==> config.mk <==
export PLATFORM = sky130hd
export DESIGN_NAME = mem_port_arbiter
export DESIGN_NICKNAME = d
export VERILOG_FILES = /design/src/rtl/mem_port_arbiter.sv
export SDC_FILE = /design/constraint.sdc
export NUM_CORES = 1
export LEC_CHECK = 0
export ABC_AREA = 1
export ABC_CLOCK_PERIOD_IN_PS = 1300
export BUFFER_PORTS_ARGS = -buffer_cell sky130_fd_sc_hd__buf_2
export CAP_MARGIN = 30
export CORE_AREA = 2 2 85 87
export DETAILED_ROUTE_END_ITERATION = 8
export DIE_AREA = 0 0 87 89
export PLACE_DENSITY = 0.68
export SYNTH_ARGS = -nofsm -noshare
export SYNTH_HDL_FRONTEND = slang
export SYNTH_SLANG_ARGS = --single-unit
==> constraint.sdc <==
create_clock -name clk -period 1.3 [get_ports clk]
set_input_delay 0.26 -clock clk [delete_from_list [all_inputs] [get_ports clk]]
set_output_delay 0.26 -clock clk [all_outputs]
set_load 0.005 [all_outputs]
==> src/rtl/mem_port_arbiter.sv <==
// rtl/mem_port_arbiter.sv - shares one memory read port between fetch and load, passes store writes through.
// MEM_PORT_ARB_RR_EN selects round-robin arbitration; otherwise fetch (r0) has fixed priority.
module mem_port_arbiter #(
    parameter int AW     = 10,
    parameter int DW     = 32,
    parameter int RD_LAT = 1
) (
    input  logic          clk,
    input  logic          rst_n,
    input  logic          r0_valid,
    input  logic [AW-1:0] r0_addr,
    output logic          r0_ready,
    output logic          r0_rvalid,
    output logic [DW-1:0] r0_rdata,
    input  logic          r1_valid,
    input  logic [AW-1:0] r1_addr,
    output logic          r1_ready,
    output logic          r1_rvalid,
    output logic [DW-1:0] r1_rdata,
    input  logic          w_valid,
    input  logic [AW-1:0] w_addr,
    input  logic [DW-1:0] w_data,
    output logic          w_ready,
    output logic [AW-1:0] mem_addr_r,
    output logic [AW-1:0] mem_addr_w,
    output logic [DW-1:0] mem_data_in,
    output logic          mem_we,
    input  logic [DW-1:0] mem_data_out
);

    logic              grant_any;
    logic              grant_sel;
    logic [AW-1:0]     cand_addr;
    logic              collide;
    logic              accept;
    logic [RD_LAT-1:0] pipe_valid;
    logic [RD_LAT-1:0] pipe_owner;

`ifdef MEM_PORT_ARB_RR_EN
    logic last_grant;

    always_ff @(posedge clk or negedge rst_n) begin
        if (!rst_n) begin
            last_grant <= 1'b1;
        end else if (accept) begin
            last_grant <= grant_sel;
        end
    end
`endif

    // grant_sel: 0 selects r0, 1 selects r1
    always_comb begin
        grant_any = r0_valid | r1_valid;
`ifdef MEM_PORT_ARB_RR_EN
        grant_sel = (r0_valid && r1_valid) ? ~last_grant : ~r0_valid;
`else
        grant_sel = ~r0_valid;
`endif
        cand_addr = '0;
        if (grant_any) begin
            cand_addr = grant_sel ? r1_addr : r0_addr;
        end
        // a read racing a write to the same word waits one cycle so it sees the new data
        collide = w_valid && grant_any && (cand_addr == w_addr);
        accept  = rst_n && grant_any && !collide;
    end

    always_comb begin
        r0_ready    = accept && !grant_sel;
        r1_ready    = accept && grant_sel;
        w_ready     = rst_n;
        mem_we      = rst_n && w_valid;
        mem_addr_w  = rst_n ? w_addr : '0;
        mem_data_in = rst_n ? w_data : '0;
        mem_addr_r  = rst_n ? cand_addr : '0;
    end

    always_ff @(posedge clk or negedge rst_n) begin
        if (!rst_n) begin
            pipe_valid <= '0;
            pipe_owner <= '0;
        end else begin
            pipe_valid[0] <= accept;
            pipe_owner[0] <= grant_sel;
            for (int i = 1; i < RD_LAT; i++) begin
                pipe_valid[i] <= pipe_valid[i-1];
                pipe_owner[i] <= pipe_owner[i-1];
            end
        end
    end

    always_comb begin
        r0_rvalid = pipe_valid[RD_LAT-1] && !pipe_owner[RD_LAT-1];
        r1_rvalid = pipe_valid[RD_LAT-1] && pipe_owner[RD_LAT-1];
        r0_rdata  = mem_data_out;
        r1_rdata  = mem_data_out;
    end

endmodule

### Word-level counts from Yosys, hierarchy flattened

Cells that the tools add are included.

| word-level totals | value |
|---|---|
| output and inout port bits | 122 |
| register bits | 2 |
| bits of input ports | 99 |
| word-level logic and storage cells | 21 |

| cells by class | value |
|---|---|
| bitwise operators | 2 |
| reduce and logical (&&, ||, !) cells | 11 |
| equal/unequal tests | 1 |
| muxes and demuxes | 5 |

Operators by type and width:

| kind | count |
|---|---|
| 10-bit two-way mux | 4 |
| 32-bit two-way mux | 1 |
| 10-bit == test | 1 |
| 1-bit logical AND | 9 |
| 1-bit logical NOT | 2 |
| 1-bit inverter | 1 |
| 1-bit OR | 1 |

### Logic depth before layout (Yosys ltp)

Gate-level depths: netlist (run 1).

| depth | value |
|---|---|
| depth in word-level cells | 7 |
| gate-level depth with buffers | 11 |
| gate-level depth less buffers | 11 |

### Least setup slack after synthesis (run 1)

OpenSTA, ideal clock, no wires.

| timing | value |
|---|---|
| path kind | in2out |
| start point | in r0_valid |
| end point | out r0_ready |
| data required time | 1.040 ns |
| buffers on the path | 1 |
| arrival time | 1.017 ns |
| path slack | 0.023 ns |
| cell stages on the path | 11 |
| path through | inv_2 > buf_6 > nand2_2 > nand2_1 > nand2_1 > nand2_1 > nand3_1 > nor2_1 > nand3_1 > nand2_1 > nor2_1 |

| on the way | value |
|---|---|
| cells in the longest elaborated chain, start to end | 7 |
| elaborated cells on any way between the ends | 10 |
| classes of those cells | eq/ne (1); mux (2); bitwise (1); reduce/logical (6) |

RTL lines:

| what | line | source |
|---|---|---|
| from (decl) | 10 | `input logic r0_valid,` |
| 10-bit two-way mux or 1-bit OR (tied branches) | 61, 53 |  |
| 10-bit two-way mux | 60 | `if (grant_any) begin` |
| 10-bit == test | 64 | `collide = w_valid && grant_any && (cand_addr == w_addr);` |
| 1-bit logical AND | 64 |  |
| 1-bit logical NOT | 65 | `accept = rst_n && grant_any && !collide;` |
| 1-bit logical AND | 65 |  |
| 1-bit logical AND (*) | 69 | `r0_ready = accept && !grant_sel;` |
| to (decl) | 12 | `output logic r0_ready,` |

Mark *: on every way between the ends. The rest lies on a longest branch, timed or not.

### Final worst setup path (run 1)

Ends and elaborated chain as after synthesis.

==> results of run 1 <==
[layout make-up]
class	count	area, µm²
Multi-Input combinational cell	136	675.6
Fill cell	746	4763
Timing Repair Buffer	141	818.3
Sequential cell	2	50.05
Inverter	68	270.3
Tap cell	80	100.1
Clock buffer	3	41.29
[cells by family after synthesis]
family	Yosys count	share of synthesized area
buf+inv	141	0.5627
simple gates	130	0.3787
compound gates	6	0.02311
flops	2	0.03556
[through the flow]
stage | instances | setup slack, ns | utilization | power, mW | hold slack, ns
finish | 430 | -0.2946 | 0.2911 | 0.8812 | 0.08715
global route | 430 | -0.3864 | 0.2911 | 0.9631 | 0.1144
CTS | 429 | -0.2756 | 0.2749 | 0.8461 | 0.09204
detailed placement | 423 | -0.4246 | 0.2551 | 0.5639 | 0.3003
global placement | 423 | -0.3911 | 0.2551 | 0.5574 | 0.3013
floorplan | 279 | 0.02268 | - | 0.4459 | -0.03559
[placed cells by master (no fill, tap or decap), drive strengths merged]
master / instances
a21o: 1
a21oi: 5
buf: 141
clkbuf: 3
clkinv: 1
dfrtp: 2
inv: 67
nand2: 96
nand3: 19
nand3b: 1
nand4: 2
nor2: 12
[state kept, by name, summed over array words and instances, names as in the netlist]
name        count
pipe_owner      1
pipe_valid      1
[path summary, 6_finish.rpt]
path	startpoint	to	slack, ns
max in group asynchronous	rst_n	pipe_owner$_DFF_PN0_	1.04
worst min-delay path	rst_n	pipe_valid$_DFF_PN0_	0.09
worst max-delay path	r0_valid	r0_ready	-0.29
min in group clk	r0_valid	pipe_owner$_DFF_PN0_	0.47
[layer usage]
metal,track usage,wire [µm],up-vias
met3,0.04063,554,22
met1,0.1213,1726,726
met4,0.04688,190,0
met5,0,0,-
met2,0.1971,2394,98
li1,-,-,872
[power groups by stage]
stage,logic [mW],clock network [mW],registers [mW]
2_1_floorplan,0.378,0,0.0683
3_3_place_gp,0.489,0,0.0685
3_5_place_dp,0.495,0,0.0686
4_1_cts,0.534,0.245,0.0680
5_1_grt,0.638,0.256,0.0687
6_report,0.571,0.243,0.0680
[Yosys cell counts (all sizes together)]
| cell type | n |
|---|---|
| nand2 | 96 |
| buf | 68 |
| inv | 67 |
| nand3 | 19 |
| nor2 | 12 |
| a21oi | 5 |
| clkbuf | 5 |
| dfrtp | 2 |
| nand4 | 2 |
| a21o | 1 |
| clkinv | 1 |
| nand3b | 1 |
[repair_timing]
action | 4_1_cts | 5_1_grt
resized for setup | 23 | 29
setup buffers | 3 | 1
setup endpoints to repair | 12 | 6
gates cloned | 0 | 0
pin swaps | 7 | 12
==> results.yml, run 1 <==
flow_run:
  number_of_maximum_capacitance_violations: 0
clock_tree:
  clk_path_buf_depth: 2
  cts.sink_count: 2
  tritoncts: "yes"
  cts-buffers-inserted: 3
  cts-hold-fix-buffers: 0
  cts_root_buf: "sky130_fd_sc_hd__clkbuf_8"
  clkSlewWorstSetupHoldPaths_ns: 0.03
  h-tree-depth: 1
power_and_ir_drop:
  portion_of_total_power_attributed_to_combinational_logic: 0.647
  net_sw_power_mw: 0.3374
  clock_power_share: 0.275
  power_switching_share: 0.3829
  internal-power_mw: 0.5438
  power_density_mw_per_mm2: 450.6
  seq_power_share: 0.077
  vdd_drop_max_v: 0.0001627
  leakage_nw: 1.509
timing:
  final_hold_viol_count: 0
  max_slew.worst_pin.slew_ns: 0.1890
  timing.final.ws_setup_ns: -0.2946
  fin_tns_setup_ns: -0.8322
  final-setup-viol-count: 6
  max_freq_mhz: 627.1
  final_min_period_over_clock_period: 1.227
  final-max-slew-violation-count: 0
  slew-limit-headroom: 0.8740
  rsz0062_at_grt: "yes"
  period_minus_slack_ns: 1.595
setup_path:
  worst_setup_path_end_kind: "output pin"
  cp_data_arrival_time_ns: 1.33
  critPathSlowestCell: "sky130_fd_sc_hd__buf_2"
  crit_fanout: 8
  worst_setup_path_start_kind: "input pin"
  crit_top_cell: "sky130_fd_sc_hd__nand2_2"
  critical_path.max_stage_delay_ns: 0.12
  crit_chain: "buf_12 -> clkinv_8 -> buf_8 -> nand2_2 -> nand2_2 -> nand2_2 -> nand2_2 -> nand3_2 -> nor2_2 -> nand3_1 -> nand2_2 -> nor2_1 -> buf_2"
  worstPathRequired_ns: 1.04
  stages_on_worst_setup_path: 13
  critical_path.n_buffers_inverters: 4
  worst-setup-path-type: "input pin to output pin"
  crit_family: "simple AND/OR/NAND/NOR gates"
synth:
  mappedNetlistNets: 378
  synth_largest_area_cell: "sky130_fd_sc_hd__buf_4"
  share_of_synthesized_area_occupied_by_flip_flops_and_latches: 0.03556
  synthesis.area_mm2: 0.001408
  synth_top_cell_area_share: 0.3520
  synth_top_cells_by_area: "sky130_fd_sc_hd__buf_4, sky130_fd_sc_hd__nand2_1, sky130_fd_sc_hd__inv_1"
  synth_area_per_cell_um2: 5.045
  netlist-cell-type-count: 16
  syn_inst: 279
  ys_warn_count: 0
  yosys_register_bits: 2
place:
  portBuffers: 124
  placement.cell_area_mm2: 0.001714
  detailedPlacementHpwl_um: 3917
  gpl.final_weighted_congestion: 0.7695
outcome:
  run_status: "finished with violations"
  failed_checks: "setup timing"
global_routing:
  grt_overflow_total: 0
  grt_antenna_before_repair: 1
  first_global_vias: 1551
  grt_first_pass_wirelength_um: 6906
  grt_use_total: 0.1118
  grt_max_degree: 46
drt:
  detail_route.iter0.violations: 63
  antenna_violating_nets_post_route: 0
  drt_pass1_iterations: 4
  route.detailed.wl_per_inst_um: 11.31
  total_number_of_vias: 1718
  detail_route.drc_violations: 0
  drt-total-wl_um: 4865
  route.detailed.vias_per_inst: 3.995
hold_path:
  hp-class: "input pin to asynchronous set/reset pin"
die:
  floorplan.die.width_um: 87
  std_cell_rows: 30
  dieHeight_um: 89
  coreArea_mm2: 0.006719
  io_pins: 221
  floorplan.die_area_mm2: 0.007743
  effective_utilization_at_floorplan: 0.2095
cells_and_area:
  drive_above_1_share: 0.5114
  diodes: 0
  nNetsFinal: 451
  syn_to_final_growth_pct: 38.93
  layout.cell_area.non_filler_mm2: 0.001956
Note: power is estimated with default switching activity, not from simulation.
==> run 2: changes to the inputs <==
--- a/config.mk
+++ b/config.mk
@@ -16,3 +16,4 @@
 export SYNTH_ARGS = -nofsm -noshare
 export SYNTH_HDL_FRONTEND = slang
 export SYNTH_SLANG_ARGS = --single-unit
+export TNS_END_PERCENT = 1
==> results.yml, run 2 (synthesis results as in run 1) <==
setup_path:
  worst-setup-path-type: "input pin to output pin"
  worstPathRequired_ns: 1.04
  cp_data_arrival_time_ns: 1.34
  worst_setup_path_end_kind: "output pin"
  crit_fanout: 6
  worst_setup_path_start_kind: "input pin"
place:
  gpl.final_weighted_congestion: 0.7695
  placement.cell_area_mm2: 0.001714
  numPlacedInstances: 423
  portBuffers: 124
  detailedPlacementHpwl_um: 3917
cells_and_area:
  layout.cell_area.non_filler_mm2: 0.001952
  reg_top3: "pipe_owner x1, pipe_valid x1"
  register_area_um2: 50.05
  mostFrequentLayoutCell: "sky130_fd_sc_hd__buf_2"
  layout.filler_cells: 748
  layout.cells.non_filler: 429
  final_core_utilization: 0.2905
  syn_to_final_growth_pct: 38.67
  drive_above_1_share: 0.5100
  diodes: 0
  nNetsFinal: 450
  multi_input_comb_area_um2: 680.7
  layout_common_cells: "sky130_fd_sc_hd__buf_2, sky130_fd_sc_hd__nand2_1, sky130_fd_sc_hd__inv_1"
clock_tree:
  cts-buffers-inserted: 3
  clk_path_buf_depth: 2
  h-tree-depth: 1
  cts_root_buf: "sky130_fd_sc_hd__clkbuf_8"
  tritoncts: "yes"
  clkSlewWorstSetupHoldPaths_ns: 0.03
  cts.sink_count: 2
power_and_ir_drop:
  leakage_nw: 1.507
  post-layout-total-power_mw: 0.8806
  power_density_mw_per_mm2: 451.1
  vdd_drop_max_v: 0.0001615
timing:
  max_freq_mhz: 624.3
  whs_ns: 0.06969
  slew-limit-headroom: 0.8734
  final_hold_viol_count: 0
  final-max-slew-violation-count: 0
  max_slew.worst_pin.slew_ns: 0.1900
  timing.final.ws_setup_ns: -0.3018
  final_min_period_over_clock_period: 1.232
  rsz0062_at_grt: "yes"
  period_minus_slack_ns: 1.602
  final-setup-viol-count: 6
drt:
  antenna_violating_nets_post_route: 0
  route.detailed.wl_per_inst_um: 11.41
  detail_route.iter0.violations: 58
  total_number_of_vias: 1713
  drt-total-wl_um: 4894
  drt_pass1_iterations: 4
  detail_route.drc_violations: 0
  route.detailed.vias_per_inst: 3.993
flow_run:
  number_of_maximum_capacitance_violations: 0
die:
  dieHeight_um: 89
  std_cell_rows: 30
  coreArea_mm2: 0.006719
  floorplan.die.width_um: 87
  effective_utilization_at_floorplan: 0.2095
  floorplan.die_area_mm2: 0.007743
  io_pins: 221
global_routing:
  grt_antenna_before_repair: 1
  first_global_vias: 1542
  grt_overflow_total: 0
  grt_max_degree: 46
  grt_use_total: 0.1115
  grt_first_pass_wirelength_um: 6879
outcome:
  failed_checks: "setup timing"
  run_status: "finished with violations"
hold_path:
  hp-class: "input pin to asynchronous set/reset pin"
==> run 2: cell types whose count changed in the layout (fill, tap and decap cells not counted), sizes merged <==
cell	delta
clkinv	+1
inv	-1
buf	-1
==> run 2: worst max-delay path: stages <==
cell                      delay [ns]
sky130_fd_sc_hd__buf_4          0.13
sky130_fd_sc_hd__buf_12         0.13
sky130_fd_sc_hd__nand2_2        0.06
sky130_fd_sc_hd__nand2_4        0.05
sky130_fd_sc_hd__nand2_2        0.05
sky130_fd_sc_hd__nand2_1        0.05
sky130_fd_sc_hd__nand2_1        0.06
sky130_fd_sc_hd__nand3_1        0.07
sky130_fd_sc_hd__nor2_1         0.11
sky130_fd_sc_hd__nand3_1        0.10
sky130_fd_sc_hd__nand2_2        0.10
sky130_fd_sc_hd__nor2_1         0.05
sky130_fd_sc_hd__buf_2          0.12
==> run 2: worst max-delay path by stage <==
stage,start,to,slack [ns],cells past startpoint
final,r1_valid,r0_ready,-0.30,13
after global routing,r0_valid,r0_ready,-0.39,13
after floorplan,r0_valid,r0_ready,0.02,11
after detailed placement,r0_valid,r0_ready,-0.42,13
after CTS,r0_valid,r0_ready,-0.28,13
after global placement,r0_valid,r0_ready,-0.39,13
==> run 2: per-layer routing <==
| metal | up-vias | share of wire | wire [µm] | track usage |
|---|---|---|---|---|
| li1 | 868 | - | - | - |
| met2 | 104 | 0.48 | 2371 | 0.2006 |
| met3 | 26 | 0.12 | 575 | 0.04063 |
| met1 | 715 | 0.35 | 1713 | 0.1196 |
| met5 | - | 0 | 0 | 0 |
| met4 | 0 | 0.048 | 234 | 0.04119 |
==> run 2: what timing repair did <==
item / CTS / global route
setup buffers: 3 / 0
hold buffers: 0 / 0
cloned: 0 / 0
setup endpoints to repair: 12 / 6
gates resized for setup: 22 / 30
pin swaps: 6 / 12
==> run 2: through the flow <==
| stage | setup WS [ns] | TNS [ns] |
|---|---|---|
| after floorplan | 0.02268 | 0 |
| after global placement | -0.3911 | -1.211 |
| after detailed placement | -0.4246 | -1.321 |
| after CTS | -0.2756 | -0.7753 |
| after global routing | -0.3927 | -1.217 |
| final | -0.3018 | -0.8462 |
==> run 2: cell type report <==
type                            count  area share
Sequential cell                     2     0.02564
Clock buffer                        3     0.02115
Inverter                           68      0.1378
Tap cell                           80     0.05128
Multi-Input combinational cell    136      0.3487
Timing Repair Buffer              140      0.4154
==> run 2: power by group <==
| group | switching [mW] | internal (mW) | total, mW |
|---|---|---|---|
| logic | 0.290 | 0.280 | 0.571 |
| clock network | 0.0464 | 0.196 | 0.242 |
| registers | 0.00163 | 0.0664 | 0.0680 |
